[config.mk]
export PLATFORM = sky130hd
export DESIGN_NAME = spi_cfg_flash_reader
export DESIGN_NICKNAME = d
export VERILOG_FILES = /design/src/rtl/spi_cfg_flash_reader.sv
export SDC_FILE = /design/constraint.sdc
export NUM_CORES = 1
export LEC_CHECK = 0
export BUFFER_PORTS_ARGS = -buffer_cell sky130_fd_sc_hd__buf_2
export CAP_MARGIN = 0
export CORE_UTILIZATION = 52
export DETAILED_ROUTE_END_ITERATION = 7
export PLACE_DENSITY = 0.8
export SYNTH_ARGS = -nofsm -noshare
export SYNTH_HDL_FRONTEND = slang
export SYNTH_SLANG_ARGS = --single-unit
[constraint.sdc]
create_clock -name CLK -period 5.7 [get_ports CLK]
set_input_delay 0.57 -clock CLK [delete_from_list [all_inputs] [get_ports CLK]]
set_output_delay 0.57 -clock CLK [all_outputs]
set_load 0.005 [all_outputs]
[src/rtl/spi_cfg_flash_reader.sv]
// spi_cfg_flash_reader: post-configuration SPI flash read engine.
// Clocks the configuration flash through STARTUP_VIRTEX6 (USRCCLKO/USRCCLKTS)
// after end-of-startup. Issues one mode-0 READ at ADDR and streams LEN bytes
// over a valid/ready byte interface.
// Build option: define SPI_FAST_READ_EN to use FAST READ (0x0B) with 8 dummy
// clocks between address and data. The port list is the same in both builds.
module spi_cfg_flash_reader #(
  parameter int unsigned CLK_DIV = 2,
  parameter int unsigned CS_GAP  = 4
) (
  input  logic        CLK,
  input  logic        RST_N,
  input  logic        EOS,
  input  logic        START,
  input  logic [23:0] ADDR,
  input  logic [15:0] LEN,
  output logic        BUSY,
  output logic        DONE,
  output logic [7:0]  DOUT,
  output logic        DOUT_VALID,
  input  logic        DOUT_READY,
  output logic        USRCCLKO,
  output logic        USRCCLKTS,
  output logic        FCS_B,
  output logic        MOSI,
  input  logic        DINSPI
);

  localparam int unsigned ADDR_W = 24;
  localparam int unsigned LEN_W  = 16;
  localparam int unsigned BYTE_W = 8;
  localparam int unsigned HDR_W  = BYTE_W + ADDR_W;
  localparam int unsigned DIV_W  = 8;
  localparam int unsigned BIT_W  = 6;
  localparam int unsigned RXC_W  = 3;
  localparam int unsigned GAP_W  = $clog2(CS_GAP + 2);

  localparam logic [DIV_W-1:0] DIV_TC   = DIV_W'(CLK_DIV - 1);
  localparam logic [GAP_W-1:0] GAP_MAX  = GAP_W'(CS_GAP);
  localparam logic [BIT_W-1:0] CMD_BITS = BIT_W'(8);

`ifdef SPI_FAST_READ_EN
  // Dummy clocks ride at the end of the address phase with MOSI held low.
  localparam logic [BYTE_W-1:0] CMD_OP          = 8'h0B;
  localparam logic [BIT_W-1:0]  ADDR_PHASE_BITS = BIT_W'(32);
`else
  localparam logic [BYTE_W-1:0] CMD_OP          = 8'h03;
  localparam logic [BIT_W-1:0]  ADDR_PHASE_BITS = BIT_W'(24);
`endif

  localparam logic [2:0] S_IDLE = 3'd0;
  localparam logic [2:0] S_CMD  = 3'd1;
  localparam logic [2:0] S_ADDR = 3'd2;
  localparam logic [2:0] S_DATA = 3'd3;
  localparam logic [2:0] S_GAP  = 3'd4;

  logic [2:0]        state_q,   state_d;
  logic [DIV_W-1:0]  div_q,     div_d;
  logic              sck_q,     sck_d;
  logic              cs_b_q,    cs_b_d;
  logic              ts_q,      ts_d;
  logic              busy_q,    busy_d;
  logic              done_q,    done_d;
  logic              valid_q,   valid_d;
  logic              fin_q,     fin_d;
  logic [HDR_W-1:0]  tx_q,      tx_d;
  logic [BIT_W-1:0]  bit_cnt_q, bit_cnt_d;
  logic [BYTE_W-1:0] rx_q,      rx_d;
  logic [BYTE_W-1:0] dout_q,    dout_d;
  logic [RXC_W-1:0]  rx_cnt_q,  rx_cnt_d;
  logic [LEN_W-1:0]  rem_q,     rem_d;
  logic [GAP_W-1:0]  gap_q,     gap_d;

  logic div_tc;
  logic stall;

  // Divider terminal count: the cycle in which SCK toggles.
  assign div_tc = (div_q == DIV_TC);

  // Hold the 8th rising edge of a byte while the previous byte is still unconsumed.
  assign stall = (state_q == S_DATA) && !fin_q && !sck_q &&
                 (rx_cnt_q == RXC_W'(7)) && valid_q && !DOUT_READY;

  // State and datapath registers.
  always_ff @(posedge CLK or negedge RST_N) begin
    if (!RST_N) begin
      state_q   <= S_IDLE;
      div_q     <= '0;
      sck_q     <= 1'b0;
      cs_b_q    <= 1'b1;
      ts_q      <= 1'b1;
      busy_q    <= 1'b0;
      done_q    <= 1'b0;
      valid_q   <= 1'b0;
      fin_q     <= 1'b0;
      tx_q      <= '0;
      bit_cnt_q <= '0;
      rx_q      <= '0;
      dout_q    <= '0;
      rx_cnt_q  <= '0;
      rem_q     <= '0;
      gap_q     <= '0;
    end else begin
      state_q   <= state_d;
      div_q     <= div_d;
      sck_q     <= sck_d;
      cs_b_q    <= cs_b_d;
      ts_q      <= ts_d;
      busy_q    <= busy_d;
      done_q    <= done_d;
      valid_q   <= valid_d;
      fin_q     <= fin_d;
      tx_q      <= tx_d;
      bit_cnt_q <= bit_cnt_d;
      rx_q      <= rx_d;
      dout_q    <= dout_d;
      rx_cnt_q  <= rx_cnt_d;
      rem_q     <= rem_d;
      gap_q     <= gap_d;
    end
  end

  // Next-state logic: sequencing, SCK generation, shifting and output handshake.
  always_comb begin
    state_d   = state_q;
    div_d     = div_q;
    sck_d     = sck_q;
    cs_b_d    = cs_b_q;
    ts_d      = ts_q;
    busy_d    = busy_q;
    done_d    = 1'b0;
    valid_d   = valid_q;
    fin_d     = fin_q;
    tx_d      = tx_q;
    bit_cnt_d = bit_cnt_q;
    rx_d      = rx_q;
    dout_d    = dout_q;
    rx_cnt_d  = rx_cnt_q;
    rem_d     = rem_q;
    gap_d     = gap_q;

    // A consumed byte frees the output; a same-cycle load below re-asserts it.
    if (valid_q && DOUT_READY) begin
      valid_d = 1'b0;
    end

    case (state_q)
      S_IDLE: begin
        if (START && EOS) begin
          if (LEN != '0) begin
            state_d   = S_CMD;
            busy_d    = 1'b1;
            ts_d      = 1'b0;
            cs_b_d    = 1'b0;
            tx_d      = {CMD_OP, ADDR};
            rem_d     = LEN;
            div_d     = '0;
            sck_d     = 1'b0;
            bit_cnt_d = '0;
            rx_cnt_d  = '0;
            fin_d     = 1'b0;
          end else begin
            done_d = 1'b1;
          end
        end
      end

      S_CMD, S_ADDR, S_DATA: begin
        if (!div_tc) begin
          div_d = div_q + DIV_W'(1);
        end else if (!stall) begin
          div_d = '0;
          sck_d = !sck_q;
          if (!sck_q) begin
            // Rising-edge slot: count header bits, sample read data.
            if (state_q != S_DATA) begin
              bit_cnt_d = bit_cnt_q + BIT_W'(1);
            end else begin
              rx_d     = {rx_q[BYTE_W-2:0], DINSPI};
              rx_cnt_d = rx_cnt_q + RXC_W'(1);
              if (rx_cnt_q == RXC_W'(7)) begin
                dout_d  = {rx_q[BYTE_W-2:0], DINSPI};
                valid_d = 1'b1;
                rem_d   = rem_q - LEN_W'(1);
                if (rem_q == LEN_W'(1)) begin
                  fin_d = 1'b1;
                end
              end
            end
          end else begin
            // Falling-edge slot: advance MOSI and change phase.
            tx_d = tx_q << 1;
            if ((state_q == S_CMD) && (bit_cnt_q == CMD_BITS)) begin
              state_d   = S_ADDR;
              bit_cnt_d = '0;
            end else if ((state_q == S_ADDR) && (bit_cnt_q == ADDR_PHASE_BITS)) begin
              state_d   = S_DATA;
              bit_cnt_d = '0;
            end else if ((state_q == S_DATA) && fin_q) begin
              state_d = S_GAP;
              cs_b_d  = 1'b1;
              gap_d   = '0;
            end
          end
        end
      end

      S_GAP: begin
        if (gap_q != GAP_MAX) begin
          gap_d = gap_q + GAP_W'(1);
        end
        if (((32'(gap_q) + 32'd1) >= CS_GAP) && !valid_q) begin
          state_d = S_IDLE;
          busy_d  = 1'b0;
          ts_d    = 1'b1;
          done_d  = 1'b1;
        end
      end

      default: begin
        state_d = S_IDLE;
      end
    endcase
  end

  assign BUSY       = busy_q;
  assign DONE       = done_q;
  assign DOUT       = dout_q;
  assign DOUT_VALID = valid_q;
  assign USRCCLKO   = sck_q;
  assign USRCCLKTS  = ts_q;
  assign FCS_B      = cs_b_q;
  assign MOSI       = tx_q[HDR_W-1];

endmodule

==> Word level (Yosys, flattened, before mapping) <==
Index checks and enable logic that the tools add are counted.
{ "classes": {"mux": 89, "reduce_logical": 34, "n_eq_ne": 29, "addsub": 6, "magnitude_cmp": 1, "n_bitwise": 3} }
{ "op_table": {"columns": ["operator", "count"], "rows": [
  ["2-to-1 mux 32 bit", 5],
  ["2-to-1 mux 16 bit", 7],
  ["2-to-1 mux 3 bit", 22],
  ["case mux 32 bit (2 select lines)", 1],
  ["2-to-1 mux 6 bit", 8],
  ["2-to-1 mux 8 bit", 4],
  ["case mux 16 bit (2 select lines)", 1],
  ["2-to-1 mux 1 bit", 30],
  ["!= test 2 bit (second input constant)", 14],
  ["AND reduction 7 bit", 3],
  ["AND reduction 9 bit", 2],
  ["== test 16 x 1 -> 1 bit (second input constant)", 1],
  ["case mux 8 bit (2 select lines)", 1],
  ["AND reduction 8 bit", 2],
  ["nonzero test 16 bit", 1],
  ["subtractor 16 x 1 -> 16 bit (second input constant)", 1],
  ["case mux 1 bit (2 select lines)", 6],
  ["case mux 3 bit (2 select lines)", 2],
  ["case mux 6 bit (2 select lines)", 1],
  ["AND reduction 6 bit", 2],
  ["logical AND 1 bit", 11],
  ["AND reduction 5 bit", 2],
  ["!= test 3 bit (second input constant)", 3],
  ["case mux 3 bit (3 select lines)", 1],
  ["other kinds (19)", 31]
]} }
{ "word_totals": {"reg_bits": 93, "wordCells": 178} }

==> Depth between registers and ports, before layout <==
{ "logic_depth": {"ltp_word": 9, "mapped_depth": 9, "mapped_depth_nobuf": 7} }

==> Worst setup path before layout <==
No wires, ideal clock.
{ "synth_path": {"path_type": "reg2reg", "startpoint": "reg rx_cnt_q[0]", "endpoint": "reg bit_cnt_q[5]", "stages_incl_launch_ff": 9, "t_required_ns": 5.566, "path_slack_ns": 3.457, "setup_time_ns": 0.134, "arrival_time_ns": 2.108, "path_cell_list": "dfrtp_1 ha_1 ha_1 and4bb_1 a221oi_4 o211ai_2 clkbuf_1 o31ai_1 o31ai_2"} }
{ "synth_via": {"elab_chain_cells": 6} }
{ "synth_lines": {"columns": ["item", "line", "rtl"], "rows": [
  ["from (decl)", "70", "logic [RXC_W-1:0] rx_cnt_q, rx_cnt_d;"],
  ["from (signal assigned)", "117", "rx_cnt_q <= rx_cnt_d;"],
  ["== test 3 bit", "82", "(rx_cnt_q == RXC_W'(7)) && valid_q && !DOUT_READY;"],
  ["logical AND 1 bit", "81", "assign stall = (state_q == S_DATA) && !fin_q && !sck_q &&"],
  ["logical AND 1 bit (2 in series)", "82", null],
  ["!= test 2 bit (no line)", null, null],
  ["AND reduction 7 bit (no line)", null, null],
  ["to (signal assigned)", "114", "bit_cnt_q <= bit_cnt_d;"],
  ["to (decl)", "67", "logic [BIT_W-1:0] bit_cnt_q, bit_cnt_d;"]
]} }
Every way passes these cells.
A chain may end at the register's enable or synchronous reset.

==> Worst setup path in the final report <==
{ "layout_path": {"startpoint": "reg state_q[2]", "endpoint": "reg rem_q[1]"} }
{ "layout_via": {"elab_chain_cells": 8} }
{ "layout_lines": {"columns": ["item", "line", "rtl"], "rows": [
  ["from (decl)", "57", "logic [2:0] state_q, state_d;"],
  ["from (signal assigned)", "104", "state_q <= state_d;"],
  ["== test 3 x 2 -> 1 bit", "81, 147", null],
  ["logical AND 1 bit (3 in series)", "81", null],
  ["logical AND 1 bit (2 in series)", "82", null],
  ["!= test 2 bit (no line)", null, null],
  ["AND reduction 8 bit (no line)", null, null],
  ["to (signal assigned)", "118", "rem_q <= rem_d;"],
  ["to (decl)", "71", "logic [LEN_W-1:0] rem_q, rem_d;"]
]} }
Parallel ways exist; a longest one is shown, timed or not.

==> metrics.cfg <==
[outcome]
status = completed

[yosys]
synthesis.nets = 551
synth_compound_area_share_pct = 19.70
async_flop_share_pct = 100.0
ys_seq_area_share_pct = 47.03
synth-edff-count = 0
syn-cell-area_mm2 = 0.004954
synth_top_family_by_area = compound AO/OA/AOI/OAI gates
synth-seq-cells = 93
yosys_warnings = 0
synthMuxAreaShare_pct = 9.851
synth_fa_ha_area_share_pct = 2.526
avgSynthCellArea_um2 = 10.01
synth_ff_type = dfrtp_1
synth_cells = 495
synth_cell_types = 70
synth-simple-area-share_pct = 17.20
synth_xor_area_share_pct = 0

[setup_path]
crit_family = compound AO/OA/AOI/OAI gates
critPathKind = reg2reg
worstPathArrival_ps = 3470
cp_max_fo = 48
slowest_delay_ps = 650
cp_slowest_cell = dfrtp_1
startpoint_type = flop
cp.buffers_inverters = 1
cp.required_ps = 5960
end_kind = flop
path_cells = o21bai_4 > buf_4 > a21o_1 > o211ai_2 > a21oi_2 > mux2_2

[sta]
worst_pin_slew_ps = 1115
tns_ps = 0
fin_ws_ps = 2488
fin_crit_sh_pct = 56.34
hold_viol = 0
slew_headroom_pct = 25.66
fin_skew_ps = 15.91
setup_viol = 0
max_freq_ghz = 0.3114
drv_slew = 0
rsz0062_at_grt = no
final.min_clock_period_ps = 3212

[final_layout]
final_layout_size_suffix_gt1_share_pct = 22.30
antenna_cells = 0
instances_no_fill = 676
fin_nets = 598
final_util_pct = 59.49
area_growth_pct = 10.96

[cts]
max-clock-path-buffers = 2
clock_latency_ps = 370
cts_resized = 0
cts_buffers = 9
h-tree-depth = 3
post_cts_buffers = 0
holdBufCountCts = 0
cts_root_buf = clkbuf_8
cts_tree = built
path_clk_slew_ps = 90
cts.sink_count = 93

[route]
ant_nets = 0
first_pass_iters = 5
drt-vias-per-instance = 5.778
num_vias = 3906
wl_per_cell_um = 15.29
drc = 0
routed_wl_um = 10340
drt_iter0_drc = 241

[power]
power.density_mw_per_mm2 = 484.6
finalPower_mw = 2.663
ir_drop_v = 0.0003314
p_leak_nw = 2.521

[job]
cap_violations = 0

[grt]
overflow = 0
antenna_found_initial = 0
track_usage_pct = 22.17
grt_pass1_wl_um = 17310
grt_max_degree = 76
grt_pass1_vias = 3735

[die]
die_w_um = 99.60
die_area_mm2 = 0.009920
initial_core_util_pct = 53.61
die_y_um = 99.60
core_area_mm2 = 0.009240
io_pins = 61
rows = 35

[placed_design]
portBuffers = 60
dp_cells = 660
gp_congestion = 0.8997
post-place-ws_ps = 2519
dp_hpwl_um = 7178

[worst_hold_path]
worstHoldPathType = in2async

==> per-stage QoR <==
stage	hold WS, ps	cell area, um2
final	54.99	5497
after floorplan	274.4	4954
after CTS	54.47	5497
after global routing	57.80	5497
after global placement	456.6	5321
after detailed placement	457.7	5321
==> worst reg2reg max path, cell delays in order (launching register included) <==
cell	delay [ps]
dfrtp_1	650
o21bai_4	210
buf_4	550
a21o_1	420
o211ai_2	500
a21oi_2	410
mux2_2	370
==> synthesized netlist by cell type, types with 7 or more instances <==
cell      instances  area (um2)
buf_2             7       35.03
o22a_1            7       61.31
clkbuf_1         14       52.55
o31ai_1           8       60.06
nor2_1           38       142.6
nand3_1          14       70.07
a22o_1            8       70.07
and3_1            7       43.79
o21ai_0          56       280.3
a21oi_1          22       110.1
mux2i_1          27       270.3
ha_1             10       125.1
inv_1            14       52.55
mux2_2           18       202.7
dfrtp_1          91        2277
nand2_1          53       198.9
nor3_1            8       40.04
a31oi_1          11       68.82
==> path summary, 6_finish.rpt <==
| check | from | to | slack, ps | depth (start not counted) |
|---|---|---|---|---|
| max in group asynchronous | RST_N | div_q[7]$_DFFE_PN0P_ | 4450 | 2 |
| min in group CLK | ADDR[0] | tx_q[0]$_DFFE_PN0P_ | 440 | 3 |
| worst min-delay path | RST_N | BUSY$_DFFE_PN0P_ | 50 | 1 |
| worst max-delay path | state_q[2]$_DFFE_PN0P_ | rem_q[1]$_DFFE_PN0P_ | 2490 | 6 |
| worst min register to register | tx_q[0]$_DFFE_PN0P_ | tx_q[0]$_DFFE_PN0P_ | 480 | 2 |
| worst max register to register | state_q[2]$_DFFE_PN0P_ | rem_q[1]$_DFFE_PN0P_ | 2490 | 6 |
==> cells in the final DEF, fill, tap and decap left out, types with 9 or more instances in the layout <==
cell type	count
dfrtp_1	91
o21ai_0	56
clkbuf_8	9
nor2_1	38
a31oi_1	11
buf_2	59
nand3_1	14
nand2_1	53
mux2i_1	27
inv_1	14
ha_1	10
mux2_2	18
a21oi_1	22
==> registers in the layout, indices dropped and copies added (netlist names), 3 cells and up <==
name / cells
div_q: 8
bit_cnt_q: 6
rem_q: 16
DOUT: 8
rx_q: 7
rx_cnt_q: 3
state_q: 3
gap_q: 3
tx_q: 32
==> per-layer routing <==
layer,vias to the layer above,global-route usage [%],share of wire [%]
met4,0,8.145,2.2
met3,18,5.341,5.6
met1,1872,29.11,46
li1,1899,-,-
met2,117,35.84,46
met5,-,0,0
==> final cells by class <==
cell class                 instances  area (um2)
clock buffer                      11       131.4
tap                              129       161.4
fill                             775        3744
inverter                          14       52.55
sequential                        93        2330
timing repair buffer              62       317.8
multi-input combinational        362        2460
clock inverter                     5       43.79
==> report_power, final <==
part | total (mW) | switching (mW) | internal, mW
logic | 1.21 | 0.744 | 0.463
clock network | 0.403 | 0.239 | 0.164
registers | 1.05 | 0.189 | 0.864
total | 2.66 | 1.17 | 1.49
==> cells by family (layout without fill, tap and decap cells) <==
logic type               after synthesis  in the layout
multiplexers                          46             46
AO/OA/AOI/OAI                        145            145
adder cells (fa/ha/maj)               10             10
buffers and inverters                 40             92
flip-flops                            93             93
AND/OR/NAND/NOR                      161            161
Power figures use the tool's default switching activity.
